<file path="config.mk">
export PLATFORM = sky130hd
export DESIGN_NAME = control_principal_multiciclo_flat
export DESIGN_NICKNAME = d
export VERILOG_FILES = /design/src/rtl/control_principal_multiciclo_if.sv /design/src/rtl/control_principal_multiciclo.sv /design/src/flat_wrapper.sv
export SDC_FILE = /design/constraint.sdc
export NUM_CORES = 1
export LEC_CHECK = 0
export CAP_MARGIN = 40
export CORE_UTILIZATION = 35
export DETAILED_ROUTE_END_ITERATION = 7
export GPL_TIMING_DRIVEN = 0
export PLACE_DENSITY = 0.81
export SLEW_MARGIN = 40
export SYNTH_ARGS = -nofsm -noshare
export SYNTH_HDL_FRONTEND = slang
export SYNTH_SLANG_ARGS = --single-unit
</file>
<file path="constraint.sdc">
create_clock -name i_clk -period 1.26 [get_ports i_clk]
set_input_delay 0.252 -clock i_clk [delete_from_list [all_inputs] [get_ports i_clk]]
set_output_delay 0.252 -clock i_clk [all_outputs]
set_load 0.05 [all_outputs]
</file>
<file path="src/rtl/control_principal_multiciclo_if.sv">
// Control bundle between the multi-cycle main control FSM and the datapath.
// Carries the decoded opcode and memory handshake into the controller and
// every datapath enable/mux select back out. o_Illegal exists only when
// CTRL_ILLEGAL_TRAP_EN is defined.
interface control_principal_multiciclo_if #(
   parameter int NBITS_OPCODE = 6,
   parameter int NBITS_ALUOP  = 2,
   parameter int NBITS_STATE  = 4
);
   logic [NBITS_OPCODE-1:0] i_Opcode;
   logic                    i_MemReady;
   logic                    o_PCWrite;
   logic                    o_PCWriteCond;
   logic                    o_IorD;
   logic                    o_MemRead;
   logic                    o_MemWrite;
   logic                    o_IRWrite;
   logic                    o_MemtoReg;
   logic                    o_RegDst;
   logic                    o_RegWrite;
   logic                    o_ALUSrcA;
   logic [1:0]              o_ALUSrcB;
   logic [1:0]              o_PCSource;
   logic [NBITS_ALUOP-1:0]  o_ALUOp;
   logic [NBITS_STATE-1:0]  o_State;
`ifdef CTRL_ILLEGAL_TRAP_EN
   logic                    o_Illegal;
`endif

   // Controller side: consumes opcode/handshake, drives all controls.
   modport master (
      input  i_Opcode, i_MemReady,
      output o_PCWrite, o_PCWriteCond, o_IorD, o_MemRead, o_MemWrite,
             o_IRWrite, o_MemtoReg, o_RegDst, o_RegWrite, o_ALUSrcA,
             o_ALUSrcB, o_PCSource, o_ALUOp, o_State
`ifdef CTRL_ILLEGAL_TRAP_EN
      , output o_Illegal
`endif
   );

   // Datapath side: supplies opcode/handshake, receives all controls.
   modport slave (
      output i_Opcode, i_MemReady,
      input  o_PCWrite, o_PCWriteCond, o_IorD, o_MemRead, o_MemWrite,
             o_IRWrite, o_MemtoReg, o_RegDst, o_RegWrite, o_ALUSrcA,
             o_ALUSrcB, o_PCSource, o_ALUOp, o_State
`ifdef CTRL_ILLEGAL_TRAP_EN
      , input o_Illegal
`endif
   );
endinterface

</file>
<file path="src/rtl/control_principal_multiciclo.sv">
// Multi-cycle MIPS main control FSM.
// Sequences FETCH/DECODE/execute/memory/writeback for R, LW, SW, BEQ, J and
// ADDI, producing datapath enables, mux selects and the 2-bit ALUOp for the
// ALU control decoder. Memory accesses stall on i_MemReady.
// Optional feature macro CTRL_ILLEGAL_TRAP_EN: an unknown opcode traps into a
// HALT state (encoding 12) that raises o_Illegal and is left only by reset.
// Without it, unknown opcodes behave as NOPs (DECODE back to FETCH).
// While i_reset is high every output is held at 0 so no write can escape.
module control_principal_multiciclo #(
   parameter int NBITS_OPCODE = 6,
   parameter int NBITS_ALUOP  = 2,
   parameter int NBITS_STATE  = 4
) (
   input logic                            i_clk,
   input logic                            i_reset,
   control_principal_multiciclo_if.master ctrl
);

   localparam logic [NBITS_OPCODE-1:0] OP_R    = 6'b000000;
   localparam logic [NBITS_OPCODE-1:0] OP_LW   = 6'b100011;
   localparam logic [NBITS_OPCODE-1:0] OP_SW   = 6'b101011;
   localparam logic [NBITS_OPCODE-1:0] OP_BEQ  = 6'b000100;
   localparam logic [NBITS_OPCODE-1:0] OP_J    = 6'b000010;
   localparam logic [NBITS_OPCODE-1:0] OP_ADDI = 6'b001000;

   localparam logic [NBITS_ALUOP-1:0] ALUOP_ADD   = 2'b00;
   localparam logic [NBITS_ALUOP-1:0] ALUOP_SUB   = 2'b01;
   localparam logic [NBITS_ALUOP-1:0] ALUOP_FUNCT = 2'b10;

   typedef enum logic [NBITS_STATE-1:0] {
      FETCH     = 4'd0,
      DECODE    = 4'd1,
      MEM_ADDR  = 4'd2,
      MEM_READ  = 4'd3,
      MEM_WB    = 4'd4,
      MEM_WRITE = 4'd5,
      EXEC_R    = 4'd6,
      R_WB      = 4'd7,
      BRANCH    = 4'd8,
      JUMP      = 4'd9,
      ADDI_EX   = 4'd10,
      ADDI_WB   = 4'd11
`ifdef CTRL_ILLEGAL_TRAP_EN
      , HALT    = 4'd12
`endif
   } state_t;

   state_t state, state_next;

   logic                   pc_write, pc_write_cond, i_or_d, mem_read;
   logic                   mem_write, ir_write, mem_to_reg, reg_dst;
   logic                   reg_write, alu_src_a;
   logic [1:0]             alu_src_b, pc_source;
   logic [NBITS_ALUOP-1:0] alu_op;
   logic                   illegal;

   // State register; reset always lands in FETCH, aborting any instruction.
   always_ff @(posedge i_clk) begin
      if (i_reset) state <= FETCH;
      else         state <= state_next;
   end

   // Next-state decode and per-state control outputs (Moore, plus MemReady in FETCH).
   always_comb begin
      state_next    = FETCH;
      pc_write      = 1'b0;
      pc_write_cond = 1'b0;
      i_or_d        = 1'b0;
      mem_read      = 1'b0;
      mem_write     = 1'b0;
      ir_write      = 1'b0;
      mem_to_reg    = 1'b0;
      reg_dst       = 1'b0;
      reg_write     = 1'b0;
      alu_src_a     = 1'b0;
      alu_src_b     = 2'b00;
      pc_source     = 2'b00;
      alu_op        = ALUOP_ADD;
      illegal       = 1'b0;

      case (state)
         FETCH: begin
            // PC+4 is computed in the same cycle the instruction is read.
            mem_read   = 1'b1;
            alu_src_b  = 2'b01;
            ir_write   = ctrl.i_MemReady;
            pc_write   = ctrl.i_MemReady;
            state_next = ctrl.i_MemReady ? DECODE : FETCH;
         end
         DECODE: begin
            // Speculative branch target PC + (imm << 2) into ALUOut.
            alu_src_b = 2'b11;
            case (ctrl.i_Opcode)
               OP_LW, OP_SW: state_next = MEM_ADDR;
               OP_R:         state_next = EXEC_R;
               OP_BEQ:       state_next = BRANCH;
               OP_J:         state_next = JUMP;
               OP_ADDI:      state_next = ADDI_EX;
`ifdef CTRL_ILLEGAL_TRAP_EN
               default:      state_next = HALT;
`else
               default:      state_next = FETCH;
`endif
            endcase
         end
         MEM_ADDR: begin
            alu_src_a = 1'b1;
            alu_src_b = 2'b10;
            if (ctrl.i_Opcode == OP_LW)      state_next = MEM_READ;
            else if (ctrl.i_Opcode == OP_SW) state_next = MEM_WRITE;
            else                             state_next = FETCH;
         end
         MEM_READ: begin
            mem_read   = 1'b1;
            i_or_d     = 1'b1;
            state_next = ctrl.i_MemReady ? MEM_WB : MEM_READ;
         end
         MEM_WB: begin
            reg_write  = 1'b1;
            mem_to_reg = 1'b1;
            state_next = FETCH;
         end
         MEM_WRITE: begin
            mem_write  = 1'b1;
            i_or_d     = 1'b1;
            state_next = ctrl.i_MemReady ? FETCH : MEM_WRITE;
         end
         EXEC_R: begin
            alu_src_a  = 1'b1;
            alu_op     = ALUOP_FUNCT;
            state_next = R_WB;
         end
         R_WB: begin
            reg_write  = 1'b1;
            reg_dst    = 1'b1;
            state_next = FETCH;
         end
         BRANCH: begin
            // rs - rt drives zero; PC takes the target held in ALUOut.
            alu_src_a     = 1'b1;
            alu_op        = ALUOP_SUB;
            pc_write_cond = 1'b1;
            pc_source     = 2'b01;
            state_next    = FETCH;
         end
         JUMP: begin
            pc_write   = 1'b1;
            pc_source  = 2'b10;
            state_next = FETCH;
         end
         ADDI_EX: begin
            alu_src_a  = 1'b1;
            alu_src_b  = 2'b10;
            state_next = ADDI_WB;
         end
         ADDI_WB: begin
            reg_write  = 1'b1;
            state_next = FETCH;
         end
`ifdef CTRL_ILLEGAL_TRAP_EN
         HALT: begin
            // Trapped: no datapath activity until reset.
            illegal    = 1'b1;
            state_next = HALT;
         end
`endif
         default: state_next = FETCH;
      endcase
   end

   // Output drive; reset masks everything so no stray PC/RF/memory write escapes.
   always_comb begin
      ctrl.o_PCWrite     = pc_write      & ~i_reset;
      ctrl.o_PCWriteCond = pc_write_cond & ~i_reset;
      ctrl.o_IorD        = i_or_d        & ~i_reset;
      ctrl.o_MemRead     = mem_read      & ~i_reset;
      ctrl.o_MemWrite    = mem_write     & ~i_reset;
      ctrl.o_IRWrite     = ir_write      & ~i_reset;
      ctrl.o_MemtoReg    = mem_to_reg    & ~i_reset;
      ctrl.o_RegDst      = reg_dst       & ~i_reset;
      ctrl.o_RegWrite    = reg_write     & ~i_reset;
      ctrl.o_ALUSrcA     = alu_src_a     & ~i_reset;
      ctrl.o_ALUSrcB     = i_reset ? 2'b00 : alu_src_b;
      ctrl.o_PCSource    = i_reset ? 2'b00 : pc_source;
      ctrl.o_ALUOp       = i_reset ? ALUOP_ADD : alu_op;
      ctrl.o_State       = i_reset ? FETCH : state;
`ifdef CTRL_ILLEGAL_TRAP_EN
      ctrl.o_Illegal     = illegal & ~i_reset;
`endif
   end

`ifndef CTRL_ILLEGAL_TRAP_EN
   logic unused_illegal;
   assign unused_illegal = illegal;
`endif

endmodule
</file>
<file path="src/flat_wrapper.sv">
// flat-port wrapper written by rule: the top's interface ports become plain ports
module control_principal_multiciclo_flat 
#(
   parameter int NBITS_OPCODE = 6,
   parameter int NBITS_ALUOP  = 2,
   parameter int NBITS_STATE  = 4
)
  (i_clk, i_reset, ctrl_i_Opcode, ctrl_i_MemReady, ctrl_o_PCWrite, ctrl_o_PCWriteCond, ctrl_o_IorD, ctrl_o_MemRead, ctrl_o_MemWrite, ctrl_o_IRWrite, ctrl_o_MemtoReg, ctrl_o_RegDst, ctrl_o_RegWrite, ctrl_o_ALUSrcA, ctrl_o_ALUSrcB, ctrl_o_PCSource, ctrl_o_ALUOp, ctrl_o_State);
  control_principal_multiciclo_if #(.NBITS_OPCODE(NBITS_OPCODE), .NBITS_ALUOP(NBITS_ALUOP), .NBITS_STATE(NBITS_STATE)) ctrl_i ();
  input logic i_clk;
  input logic i_reset;
  input wire logic [$bits(ctrl_i.i_Opcode)-1:0] ctrl_i_Opcode;
  input wire logic [$bits(ctrl_i.i_MemReady)-1:0] ctrl_i_MemReady;
  output wire logic [$bits(ctrl_i.o_PCWrite)-1:0] ctrl_o_PCWrite;
  output wire logic [$bits(ctrl_i.o_PCWriteCond)-1:0] ctrl_o_PCWriteCond;
  output wire logic [$bits(ctrl_i.o_IorD)-1:0] ctrl_o_IorD;
  output wire logic [$bits(ctrl_i.o_MemRead)-1:0] ctrl_o_MemRead;
  output wire logic [$bits(ctrl_i.o_MemWrite)-1:0] ctrl_o_MemWrite;
  output wire logic [$bits(ctrl_i.o_IRWrite)-1:0] ctrl_o_IRWrite;
  output wire logic [$bits(ctrl_i.o_MemtoReg)-1:0] ctrl_o_MemtoReg;
  output wire logic [$bits(ctrl_i.o_RegDst)-1:0] ctrl_o_RegDst;
  output wire logic [$bits(ctrl_i.o_RegWrite)-1:0] ctrl_o_RegWrite;
  output wire logic [$bits(ctrl_i.o_ALUSrcA)-1:0] ctrl_o_ALUSrcA;
  output wire logic [$bits(ctrl_i.o_ALUSrcB)-1:0] ctrl_o_ALUSrcB;
  output wire logic [$bits(ctrl_i.o_PCSource)-1:0] ctrl_o_PCSource;
  output wire logic [$bits(ctrl_i.o_ALUOp)-1:0] ctrl_o_ALUOp;
  output wire logic [$bits(ctrl_i.o_State)-1:0] ctrl_o_State;
  assign ctrl_i.i_Opcode = ctrl_i_Opcode;
  assign ctrl_i.i_MemReady = ctrl_i_MemReady;
  assign ctrl_o_PCWrite = ctrl_i.o_PCWrite;
  assign ctrl_o_PCWriteCond = ctrl_i.o_PCWriteCond;
  assign ctrl_o_IorD = ctrl_i.o_IorD;
  assign ctrl_o_MemRead = ctrl_i.o_MemRead;
  assign ctrl_o_MemWrite = ctrl_i.o_MemWrite;
  assign ctrl_o_IRWrite = ctrl_i.o_IRWrite;
  assign ctrl_o_MemtoReg = ctrl_i.o_MemtoReg;
  assign ctrl_o_RegDst = ctrl_i.o_RegDst;
  assign ctrl_o_RegWrite = ctrl_i.o_RegWrite;
  assign ctrl_o_ALUSrcA = ctrl_i.o_ALUSrcA;
  assign ctrl_o_ALUSrcB = ctrl_i.o_ALUSrcB;
  assign ctrl_o_PCSource = ctrl_i.o_PCSource;
  assign ctrl_o_ALUOp = ctrl_i.o_ALUOp;
  assign ctrl_o_State = ctrl_i.o_State;
  control_principal_multiciclo #(.NBITS_OPCODE(NBITS_OPCODE), .NBITS_ALUOP(NBITS_ALUOP), .NBITS_STATE(NBITS_STATE)) u_core (.i_clk(i_clk), .i_reset(i_reset), .ctrl(ctrl_i));
endmodule
</file>
==> reports/metrics.yaml, run 1 <==
outcome: "did not finish"
stop_stage: "global routing (5_1_grt)"
first-error: "[ERROR DPL-0038] Utilization greater than 100%, impossible to legalize"
hpwl_microns: 1305
portBuffers: 28
htreeDepth: 1
cts_buffers: 3
die-width_microns: 42.42
netlist-cell-type-count: 38
worst_path_end_type: "output port"
place_congestion: 0.8525
cts_buffer_depth: 2
netlist_area_sq_um: 571.8
grt_worst_setup_endpoint: "ctrl_o_PCSource[0]"
yosys_register_bits: 4
start_util_pct: 37.52
synth.avg_cell_area_sq_um: 7.147
place_ws_ps: -1317
clock-sinks: 4
synth_nets: 89
cts_root_buf: "clkbuf_4"
rows: 14
ys_warn_count: 0
die_h_microns: 42.42
ios: 29
seq_area_frac_synth_pct: 14.00
grt_start_max_net_pins: 11
synthCells: 80
ctsHoldBuffers: 0
-- synthesized netlist by cell type (all sizes together) --
| cell type | number | area share, % |
|---|---|---|
| nor4b | 2 | 4.2 |
| nand2 | 6 | 3.9 |
| nor3b | 2 | 2.6 |
| nand4b | 1 | 1.5 |
| a31oi | 1 | 1.1 |
| nor4 | 3 | 5.9 |
| and2b | 1 | 1.3 |
| a2111oi | 1 | 1.5 |
| and3b | 1 | 1.5 |
| a21oi | 3 | 3.3 |
| a32oi | 1 | 1.5 |
| and3 | 2 | 2.2 |
| buf | 6 | 6.8 |
| nor2b | 6 | 6.6 |
| o31ai | 1 | 1.3 |
| a32o | 1 | 1.8 |
| nand4 | 1 | 1.1 |
| or2 | 2 | 2.6 |
| a21o | 1 | 1.3 |
| a21boi | 1 | 1.3 |
| xor2 | 3 | 4.6 |
| dfxtp | 4 | 14 |
| clkbuf | 2 | 1.3 |
| nor2 | 12 | 7.9 |
| o21a | 1 | 1.3 |
| and4b | 1 | 1.8 |
| nand2b | 4 | 4.4 |
| nor4bb | 1 | 1.8 |
| nor3 | 5 | 4.4 |
| o31a | 2 | 3.1 |
| o21ai | 1 | 0.87 |
| a211oi | 1 | 1.3 |
-- stage by stage --
stage	std cells	cell area [sq um]	util, %
2_1_floorplan	80	813.3	-
4_1_cts	148	1454	95.40
3_5_place_dp	124	1114	73.07
3_3_place_gp	124	1114	73.07
-- what timing repair did --
item                       CTS
pin swaps                   12
setup endpoints to repair   24
cloned                       3
buffers inserted            18
gates resized for setup    174
-- logic make-up after synthesis --
| kind of cell | synth area share [%] |
|---|---|
| compound gates | 19.70 |
| xor+xnor | 4.596 |
| flops | 14.00 |
| buf+inv | 8.097 |
| simple gates | 53.61 |
==> run 2: changes to the inputs <==
--- a/config.mk
+++ b/config.mk
@@ -6,10 +6,11 @@
 export NUM_CORES = 1
 export LEC_CHECK = 0
 export CAP_MARGIN = 40
-export CORE_UTILIZATION = 35
+export CORE_AREA = 2 2 63 65
 export DETAILED_ROUTE_END_ITERATION = 7
+export DIE_AREA = 0 0 65 67
 export GPL_TIMING_DRIVEN = 0
-export PLACE_DENSITY = 0.81
+export PLACE_DENSITY_LB_ADDON = 0.15
 export SLEW_MARGIN = 40
 export SYNTH_ARGS = -nofsm -noshare
 export SYNTH_HDL_FRONTEND = slang
==> constraint.sdc (replaced) <==
create_clock -name i_clk -period 1.6 [get_ports i_clk]
set_input_delay 0.32 -clock i_clk [delete_from_list [all_inputs] [get_ports i_clk]]
set_output_delay 0.32 -clock i_clk [all_outputs]
set_load 0.05 [all_outputs]
==> run 2 against run 1 <==
Compared with the run above:
- the flow now finishes, with violations (negative setup slack)
- area after synthesis is the same
- synthesized cell count unchanged
==> reports/metrics.yaml, run 2 <==
synthCells: 80  # unchanged
hpwl_microns: 1529  # +17%
synth_commonest_cells: "nor2_1, nand2_1, nor2b_1"
die_h_microns: 67  # +58%
slew_viol_final: 0
grt_util_all_layers_pct: 10.57
layout_common_cells: "buf_6, buf_4, nor2_4"
outcome: "complete, but fails checks"
area_growth_pct: 152.5
drtIter0Drc: 16
place_area_sq_mm: 0.001097  # -1.5%
vias: 767
setup_tns_ps: -506.0
cts_root_buf: "clkbuf_8"
ios: 29  # unchanged
num-nets-final: 138
fill_cells: 362
netlist-cell-type-count: 38  # unchanged
first_global_vias: 771
slew_headroom_pct: 70.13
wirelength_microns: 2157
ctsHoldBuffers: 0  # unchanged
endpoint_kind: "primary output"
finalClockSkew_ps: 2.800
die-width_microns: 65  # +53%
start_util_pct: 15.86  # -22 points
crit_required_ps: 1280
place_congestion: 0.7356  # -14%
cpMaxStageDelayCell: "dfxtp_1"
fin_util_pct: 40.04
violations: "negative setup slack"
worst_pin_slew_ps: 444.3
rows: 22  # +8
layout_min_cycle_time_ps: 1714
largest_reg_flops: 4
synth.avg_cell_area_sq_um: 7.147  # unchanged
fin_area_sq_mm: 0.001444
synth_nets: 89  # unchanged
core_sq_mm: 0.003606
leakage_nw: 0.5620
diodes: 0
synth-edff-count: 0  # unchanged
synth_top_area_cell: "dfxtp_1"
hold_path_class: "flip-flop to flip-flop"
ys_warn_count: 0  # unchanged
setup_slack_ps: -113.6
power_w: 0.0004946
hold_viol: 0
crit_path_max_fanout: 8
htreeDepth: 1  # unchanged
yosysMostFrequentCell: "nor2_1"
cts_buffers: 3  # unchanged
clock-sinks: 4  # unchanged
yosys_register_bits: 4  # unchanged
portBuffers: 28  # unchanged
regMostFlops: "u_core.state"
path_clk_slew_ps: 30
slowest_delay_ps: 290
ir_drop_mv: 0.2119
route.detailed.drc: 0
rsz0062_at_grt: "true"
final_common_cell: "buf_6"
netlist_area_sq_um: 571.8  # unchanged
grt_overflow: 0
dieArea_sq_mm: 0.004355
antenna_found_initial: 0
synth_top_area_share_pct: 14.00  # unchanged
synth_flop_cell: "dfxtp_1"
top_regs: "u_core.state x4"
grt_start_max_net_pins: 11
seq_area_frac_synth_pct: 14.00  # unchanged
max_freq_mhz: 583.6
crit_chain: "buf_6 -> or2_4 -> nor2_4 -> and3_4 -> or2_4 -> buf_8"
synthArstFlopShare_pct: 0  # unchanged
cts_buffer_depth: 2  # unchanged
cp_common_cell: "or2_4"
crit_type: "flip-flop to primary output"
arrival_ps: 1390
grt_pass1_wl_microns: 3525
power_density_mw_per_mm2: 342.6
via_per_inst: 4.383
holdWs_ps: 691.7
cts_tree: "done"
drive_above_1_share_pct: 66.93
dr.pass1.iters: 2
period_share_pct: 107.1
synth_area_leaders: "dfxtp_1, nor2_1, nor2b_1, xor2_1, nand2b_1"
critPathLaunchType: "flip-flop"
wl_per_cell_microns: 12.33
maxCapViolations: 0
insertion_delay_ps: 220
antenna_left: 0
finalSetupViolCount: 11
==> run 2: cell counts after synthesis <==
Identical to the previous run, type by type.
==> run 2: repair_timing <==
action / in CTS / in global routing
endpoints found under the hold margin: 0 / 0
pin swaps: 7 / 2
setup buffers: 13 / 2
resized for setup: 157 / 12
gates cloned: 2 / 0
endpoints found under the setup margin: 21 / 19
==> run 2: worst paths after layout <==
path,start,end,slack [ps],cells after the start
max reg2reg,u_core.state[2]$_SDFF_PP0_,u_core.state[1]$_SDFF_PP0_,80,5
min reg2reg,u_core.state[3]$_SDFF_PP0_,u_core.state[3]$_SDFF_PP0_,690,3
max,u_core.state[2]$_SDFF_PP0_,ctrl_o_PCWrite,-110,6
min,u_core.state[3]$_SDFF_PP0_,u_core.state[3]$_SDFF_PP0_,690,3
==> run 2: area by class of cell <==
class	instances	area, sq um	share of cell area [%]
flip-flops and latches	4	91.34	6.326
clock buffers	3	41.29	2.860
repair buffers	45	461.7	31.98
plain buffers	7	116.4	8.059
multi-input cells	68	673.1	46.62
well taps	48	60.06	4.159
==> run 2: power by group <==
group | internal (W) | switching, W
Sequential | 0.0000988 | 0.00000351
Combinational | 0.0000847 | 0.0000973
Clock | 0.000160 | 0.0000501
==> run 2: cells by family after synthesis <==
family | synth area share [%]
flip-flops | 14.00
AND/OR/NAND/NOR | 53.61
XOR/XNOR | 4.596
buffers and inverters | 8.097
AO/OA/AOI/OAI | 19.70
==> run 2: metal layers <==
layer  GRT usage [%]  wire length, microns  vias up
met5               0                     0        -
met4           5.585                    36        0
met3           1.351                    45        4
met2           19.46                  1157       16
met1           11.78                   918      364
li1                -                     -      383
==> run 2: critical path, delay by kind of cell (launching register included) <==
kind                   cells  cell delay (ps)
DFF                        1              290
and+or+nand+nor            4              610
buffers and inverters      2              260
==> run 2: stage by stage <==
stage | setup WS [ps] | cells
after floorplan | -165.2 | 80
after global placement | -1032 | 156
after detailed placement | -1054 | 156
after CTS | -113.5 | 173
after global routing | -187.5 | 175
final | -113.6 | 175
(Power assumes the default switching activity.)
==> run 3: changes to the inputs <==
--- a/config.mk
+++ b/config.mk
@@ -11,7 +11,6 @@
 export DIE_AREA = 0 0 65 67
 export GPL_TIMING_DRIVEN = 0
 export PLACE_DENSITY_LB_ADDON = 0.15
-export SLEW_MARGIN = 40
 export SYNTH_ARGS = -nofsm -noshare
 export SYNTH_HDL_FRONTEND = slang
 export SYNTH_SLANG_ARGS = --single-unit
==> results of run 3 <==
The final DEF is identical to that of run 2; final timing and power are the same.
==> RTL change 1: new RTL, flow settings as in run 2 <==
`NBITS_ALUOP` is set to 2 in 3 places; all go to 4.
--- a/src/rtl/control_principal_multiciclo_if.sv
+++ b/src/rtl/control_principal_multiciclo_if.sv
@@ -5,5 +5,5 @@
 interface control_principal_multiciclo_if #(
    parameter int NBITS_OPCODE = 6,
-   parameter int NBITS_ALUOP  = 2,
+   parameter int NBITS_ALUOP  = 4,
    parameter int NBITS_STATE  = 4
 );
--- a/src/rtl/control_principal_multiciclo.sv
+++ b/src/rtl/control_principal_multiciclo.sv
@@ -9,5 +9,5 @@
 module control_principal_multiciclo #(
    parameter int NBITS_OPCODE = 6,
-   parameter int NBITS_ALUOP  = 2,
+   parameter int NBITS_ALUOP  = 4,
    parameter int NBITS_STATE  = 4
 ) (
--- a/src/flat_wrapper.sv
+++ b/src/flat_wrapper.sv
@@ -3,5 +3,5 @@
 #(
    parameter int NBITS_OPCODE = 6,
-   parameter int NBITS_ALUOP  = 2,
+   parameter int NBITS_ALUOP  = 4,
    parameter int NBITS_STATE  = 4
 )
Ports: changed (resized ctrl_o_ALUOp); port bits go from 29 to 31. The function was not compared with the original's and may differ.
==> RTL change 1 against run 2 <==
- the flow still finishes with violations (setup timing)
- register-to-register slack improved by 50 ps
- via count increased by 3.7%
- design area decreased by 1.3%
- synthesized area increased by 3.3%
- sequential cell count unchanged
- worst setup slack improved by 21 ps
- sequential share of layout area increased by 0.35 points
- total power increased by 3.5%
- clock power increased by 3%
- routed wire length decreased by 1.6%
- first-iteration DRC count decreased by 6.3%
- non-clock buffer count increased by 2
- critical endpoint unchanged
==> RTL change 1: results (changes against run 2) <==
| Metric | Value |
|---|---|
| CTS buffer count | `3 (unchanged)` |
| Slowest CP cell | `dfxtp_4 (was dfxtp_1)` |
| Layout cells sized above 1 | `66.4% (was 66.9%)` |
| Leakage | `0.000579 µW (was 0.000562 µW)` |
| Synth async-reset ratio | `0% (unchanged)` |
| EDFF count, synth | `0 (unchanged)` |
| Prevailing post-synth register cell | `dfxtp_1 (unchanged)` |
| Pin count of the biggest net entering global routing | `11 (unchanged)` |
| Hold Crit Class | `flop to flop (unchanged)` |
| Peak VDD IR | `0.615 mV (was 0.212 mV)` |
| CTS clk-pin slew, worst paths | `30 ps (about the same)` |
| Final setup vio count | `7 (was 11)` |
| H-tree depth | `1 (unchanged)` |
| Worst Clk Skew | `3.88 ps (was 2.80 ps)` |
| Fill cell count | `378 (was 362)` |
| Root Buffer | `clkbuf_8 (unchanged)` |
| DP Area | `1120 µm² (was 1100 µm²)` |
| Top post-synthesis cells by area | `dfxtp_1, nor2_1, nor2b_1, xor2_1, nand2b_1 (unchanged)` |
| Failing checks | `setup timing (unchanged)` |
| Synth top cells by count | `nor2_1, nand2_1, nor2b_1 (unchanged)` |
| Port Buf Inserts | `28 (unchanged)` |
| Sequential element share of the synthesized area | `13.6% (was 14.0%)` |
| Worst setup margin | `-92.8 ps (was -114 ps)` |
| Seq. cell area | `95.1 µm² (was 91.3 µm²)` |
| Pint | `347 µW (was 344 µW)` |
| Status | `complete, but fails checks (unchanged)` |
| Biggest regs | `u_core.state (4) (unchanged)` |
| Clk buf depth | `2 (unchanged)` |
| # nets final | `142 (was 138)` |
| Diode count | `0 (unchanged)` |
| Initial antenna violation count | `0 (unchanged)` |
| Vias in the first global route | `752 (was 771)` |
| Total track usage | `10.3% (was 10.6%)` |
| Post-place setup slack | `-1030 ps (was -1050 ps)` |
| DRT Wirelength | `2120 µm (was 2160 µm)` |
| Dpl hpwl | `1490 µm (was 1530 µm)` |
| Crit path largest cell delay | `370 ps (was 290 ps)` |
| First-pass GRT wire length | `3500 µm (was 3530 µm)` |
| Via count | `795 (was 767)` |
| Total number of yosys warnings | `0 (unchanged)` |
| R2R cell count | `5 (unchanged)` |
| Initial DRT Pass Iterations | `4 (was 2)` |
| Global route total overflow | `0 (unchanged)` |
| Max Fanout on Critical Path | `8 (unchanged)` |
| Depth of the worst hold-timing path | `3 (unchanged)` |
| Clk_lat worst skew | `220 ps (about the same)` |
| Iteration-0 DRC count of the detailed router | `15 (was 16)` |
| Setup TNS | `-348 ps (was -506 ps)` |
| Yosys cell types | `39 (was 38)` |
| Placer Congestion | `0.798 (was 0.736)` |
## RTL change 1: changes by cell type after synthesis, sizes merged
cell | run 2 | this run
conb | 0 | 1
buf | 6 | 8
## RTL change 1: area by class of cell
type                            instances  area share, %
Multi-Input combinational cell         70           46.3
Timing Repair Buffer                   46           31.9
Buffer                                  8           8.08
Sequential cell                         4           6.67
Tap cell                               48           4.21
Clock buffer                            3           2.90
## RTL change 1: kinds of logic after synthesis
| family | after synthesis | synth area share [%] |
|---|---|---|
| other cells | 1 | 0.635 |
| flops | 4 | 13.6 |
| simple gates | 50 | 51.9 |
| buf+inv | 10 | 10.4 |
| xor+xnor | 3 | 4.45 |
| compound gates | 15 | 19.1 |
## RTL change 1: worst max-delay path, delay by kind of cell, from the launching register on
kind / cells / cell delay, ps
and+or+nand+nor: 4 / 640
DFF: 1 / 370
buffers and inverters: 1 / 130
## RTL change 1: through the flow
stage / hold WS, ps / cells
global route: 680 / 179
finish: 665 / 179
detailed placement: 731 / 160
floorplan: 492 / 84
CTS: 655 / 178
global placement: 735 / 160
## RTL change 1: power groups by stage
stage               Combinational (µW)  Sequential (µW)  Clock, µW
floorplan                          108              106          0
CTS                                193              101        220
global placement                   162              107          0
detailed placement                 162              108          0
global route                       206              101        232
finish                             194              101        217
## RTL change 1: timing repair
action,4_1_cts,5_1_grt
buffers inserted,16,1
cloned,1,0
setup endpoints to repair,20,15
pin swaps,8,4
resized for setup,156,7
## RTL change 1: worst paths after layout
kind / slack, ps / endpoint / start
max reg2reg: 130 / u_core.state[1] / u_core.state[2]
min: 660 / u_core.state[3] / u_core.state[3]
max: -90 / ctrl_o_PCWrite / u_core.state[2]
min reg2reg: 660 / u_core.state[3] / u_core.state[3]
## RTL change 1: metal layers
metal	part of all wire (%)	global-route usage (%)
met2	49	18.0
met3	6.6	2.20
met4	0.66	3.46
met5	0	0
met1	44	12.5
==> RTL change 2: new RTL, config.mk and constraints of run 2 <==
Without the edit above. Make the reset (`i_reset`) asynchronous in one clocked block.
--- a/src/rtl/control_principal_multiciclo.sv
+++ b/src/rtl/control_principal_multiciclo.sv
@@ -56,5 +56,5 @@
 
    // State register; reset always lands in FETCH, aborting any instruction.
-   always_ff @(posedge i_clk) begin
+   always_ff @(posedge i_clk or posedge i_reset) begin
       if (i_reset) state <= FETCH;
       else         state <= state_next;
Function: no difference found for any inputs over 10 cycles, from zero or initial values and one cycle with i_reset high; that may be too few to reach the edited logic, so the function may still have changed.
==> RTL change 2 against run 2 <==
- the flow still finishes with violations (setup timing)
- fmax decreased by 6.4%
- design area decreased by 6.0%
- routed wire length increased by 2.6%
- clock skew decreased by 2.5 ps
- first-iteration DRC count unchanged
- total power increased by 27%
- global-route usage increased by 0.85 points
- largest power group is now combinational cells
- count of clock-buffer cells in the layout unchanged
- worst setup slack got worse by 120 ps
- sequential cell count unchanged
- synthesized area decreased by 2.4%
==> RTL change 2: results (changes against run 2) <==
| Metric | Value |
|---|---|
| Status | `complete, but fails checks (unchanged)` |
| Failing checks | `setup timing (unchanged)` |
| R2R cell count | `11 (was 5)` |
| Final setup vio count | `17 (was 11)` |
| Placer Congestion | `0.750 (was 0.736)` |
| Worst-Margin Slew | `377 ps (was 444 ps)` |
| Hold Crit Class | `primary input to async pin (was flop to flop)` |
| Xor and xnor fraction of the mapped netlist area | `4.71% (was 4.60%)` |
| Worst hold margin | `89.2 ps (was 692 ps)` |
| DP Area | `1040 µm² (was 1100 µm²)` |
| # nets final | `141 (was 138)` |
| Worst Clk Skew | `0.323 ps (was 2.80 ps)` |
| Total track usage | `11.4% (was 10.6%)` |
| Prevailing post-synth register cell | `dfrtp_1 (was dfxtp_1)` |
| Crit path largest cell delay | `440 ps (was 290 ps)` |
| Port Buf Inserts | `27 (was 28)` |
| FF-to-FF Start | `u_core.state[3] (was u_core.state[2])` |
| Peak VDD IR | `0.169 mV (was 0.212 mV)` |
| DRT Wirelength | `2210 µm (was 2160 µm)` |
| RR Endpoint | `u_core.state[3] (was u_core.state[1])` |
| Crit path arrival time | `1510 ps (was 1390 ps)` |
| Slowest CP cell | `dfrtp_2 (was dfxtp_1)` |
| Fill cell count | `382 (was 362)` |
| Layout cells sized above 1 | `67.7% (was 66.9%)` |
| Top post-synthesis cells by area | `dfrtp_1, nor2b_1, nor2_1, nor3_1, nor4_1 (was dfxtp_1, nor2_1, nor2b_1, xor2_1, nand2b_1)` |
| First-pass GRT wire length | `3750 µm (was 3530 µm)` |
| Compound-cell area share of the yosys netlist | `17.3% (was 19.7%)` |
| Worst setup margin | `-230 ps (was -114 ps)` |
| R2R setup slack | `-30 ps (was 80 ps)` |
| Yosys cell types | `36 (was 38)` |
| Leakage | `0.000570 µW (was 0.000562 µW)` |
-- RTL change 2: worst max-delay path by stage --
| stage | startpoint | end | slack (ps) | cells after the start |
|---|---|---|---|---|
| floorplan | u_core.state[1] | ctrl_o_ALUSrcB[0] | -270 | 2 |
| global placement | ctrl_i_MemReady | ctrl_o_PCWrite | -800 | 5 |
| detailed placement | ctrl_i_MemReady | ctrl_o_PCWrite | -830 | 5 |
| CTS | u_core.state[3] | ctrl_o_MemtoReg | -250 | 4 |
| global route | u_core.state[3] | ctrl_o_MemtoReg | -300 | 4 |
| finish | u_core.state[3] | ctrl_o_MemtoReg | -230 | 4 |
-- RTL change 2: layout make-up --
type	instances	share of cell area, %
Multi-Input combinational cell	66	43.8
Timing Repair Buffer	49	33.1
Buffer	7	7.74
Sequential cell	4	7.65
Tap cell	48	4.42
Clock buffer	3	3.04
Inverter	1	0.276
-- RTL change 2: kinds of logic after synthesis --
| logic type | Yosys count |
|---|---|
| flops | 4 |
| xor+xnor | 3 |
| compound gates | 14 |
| simple gates | 49 |
| buf+inv | 8 |
-- RTL change 2: power by group through the flow --
stage | sequential [µW] | clock [µW] | combinational, µW
CTS | 110 | 213 | 300
global placement | 111 | 0 | 236
floorplan | 110 | 0 | 165
finish | 110 | 207 | 310
global route | 111 | 232 | 331
detailed placement | 111 | 0 | 236
-- RTL change 2: metrics by stage --
stage                     std cells  setup slack, ps  TNS, ps  util, %  power (µW)
after floorplan                  78             -274    -1540        -         274
after global placement          153             -802   -11290     28.8         347
after detailed placement        153             -828   -11550     28.8         347
after CTS                       176             -249    -2190     36.2         622
after global routing            178             -298    -3350     37.6         675
final                           178             -230    -2130     37.6         627
-- RTL change 2: metal layers --
layer	share of wire, %	up-vias	GRT usage [%]
li1	-	386	-
met1	44	355	14.5
met2	50	30	18.4
met3	4.4	5	2.70
met4	1.8	0	4.79
met5	0	-	0
-- RTL change 2: what timing repair did --
item / 4_1_cts / 5_1_grt
pin swaps: 8 / 5
buffers inserted: 20 / 2
setup endpoints to repair: 20 / 20
gates cloned: 0 / 0
resized for setup: 144 / 15
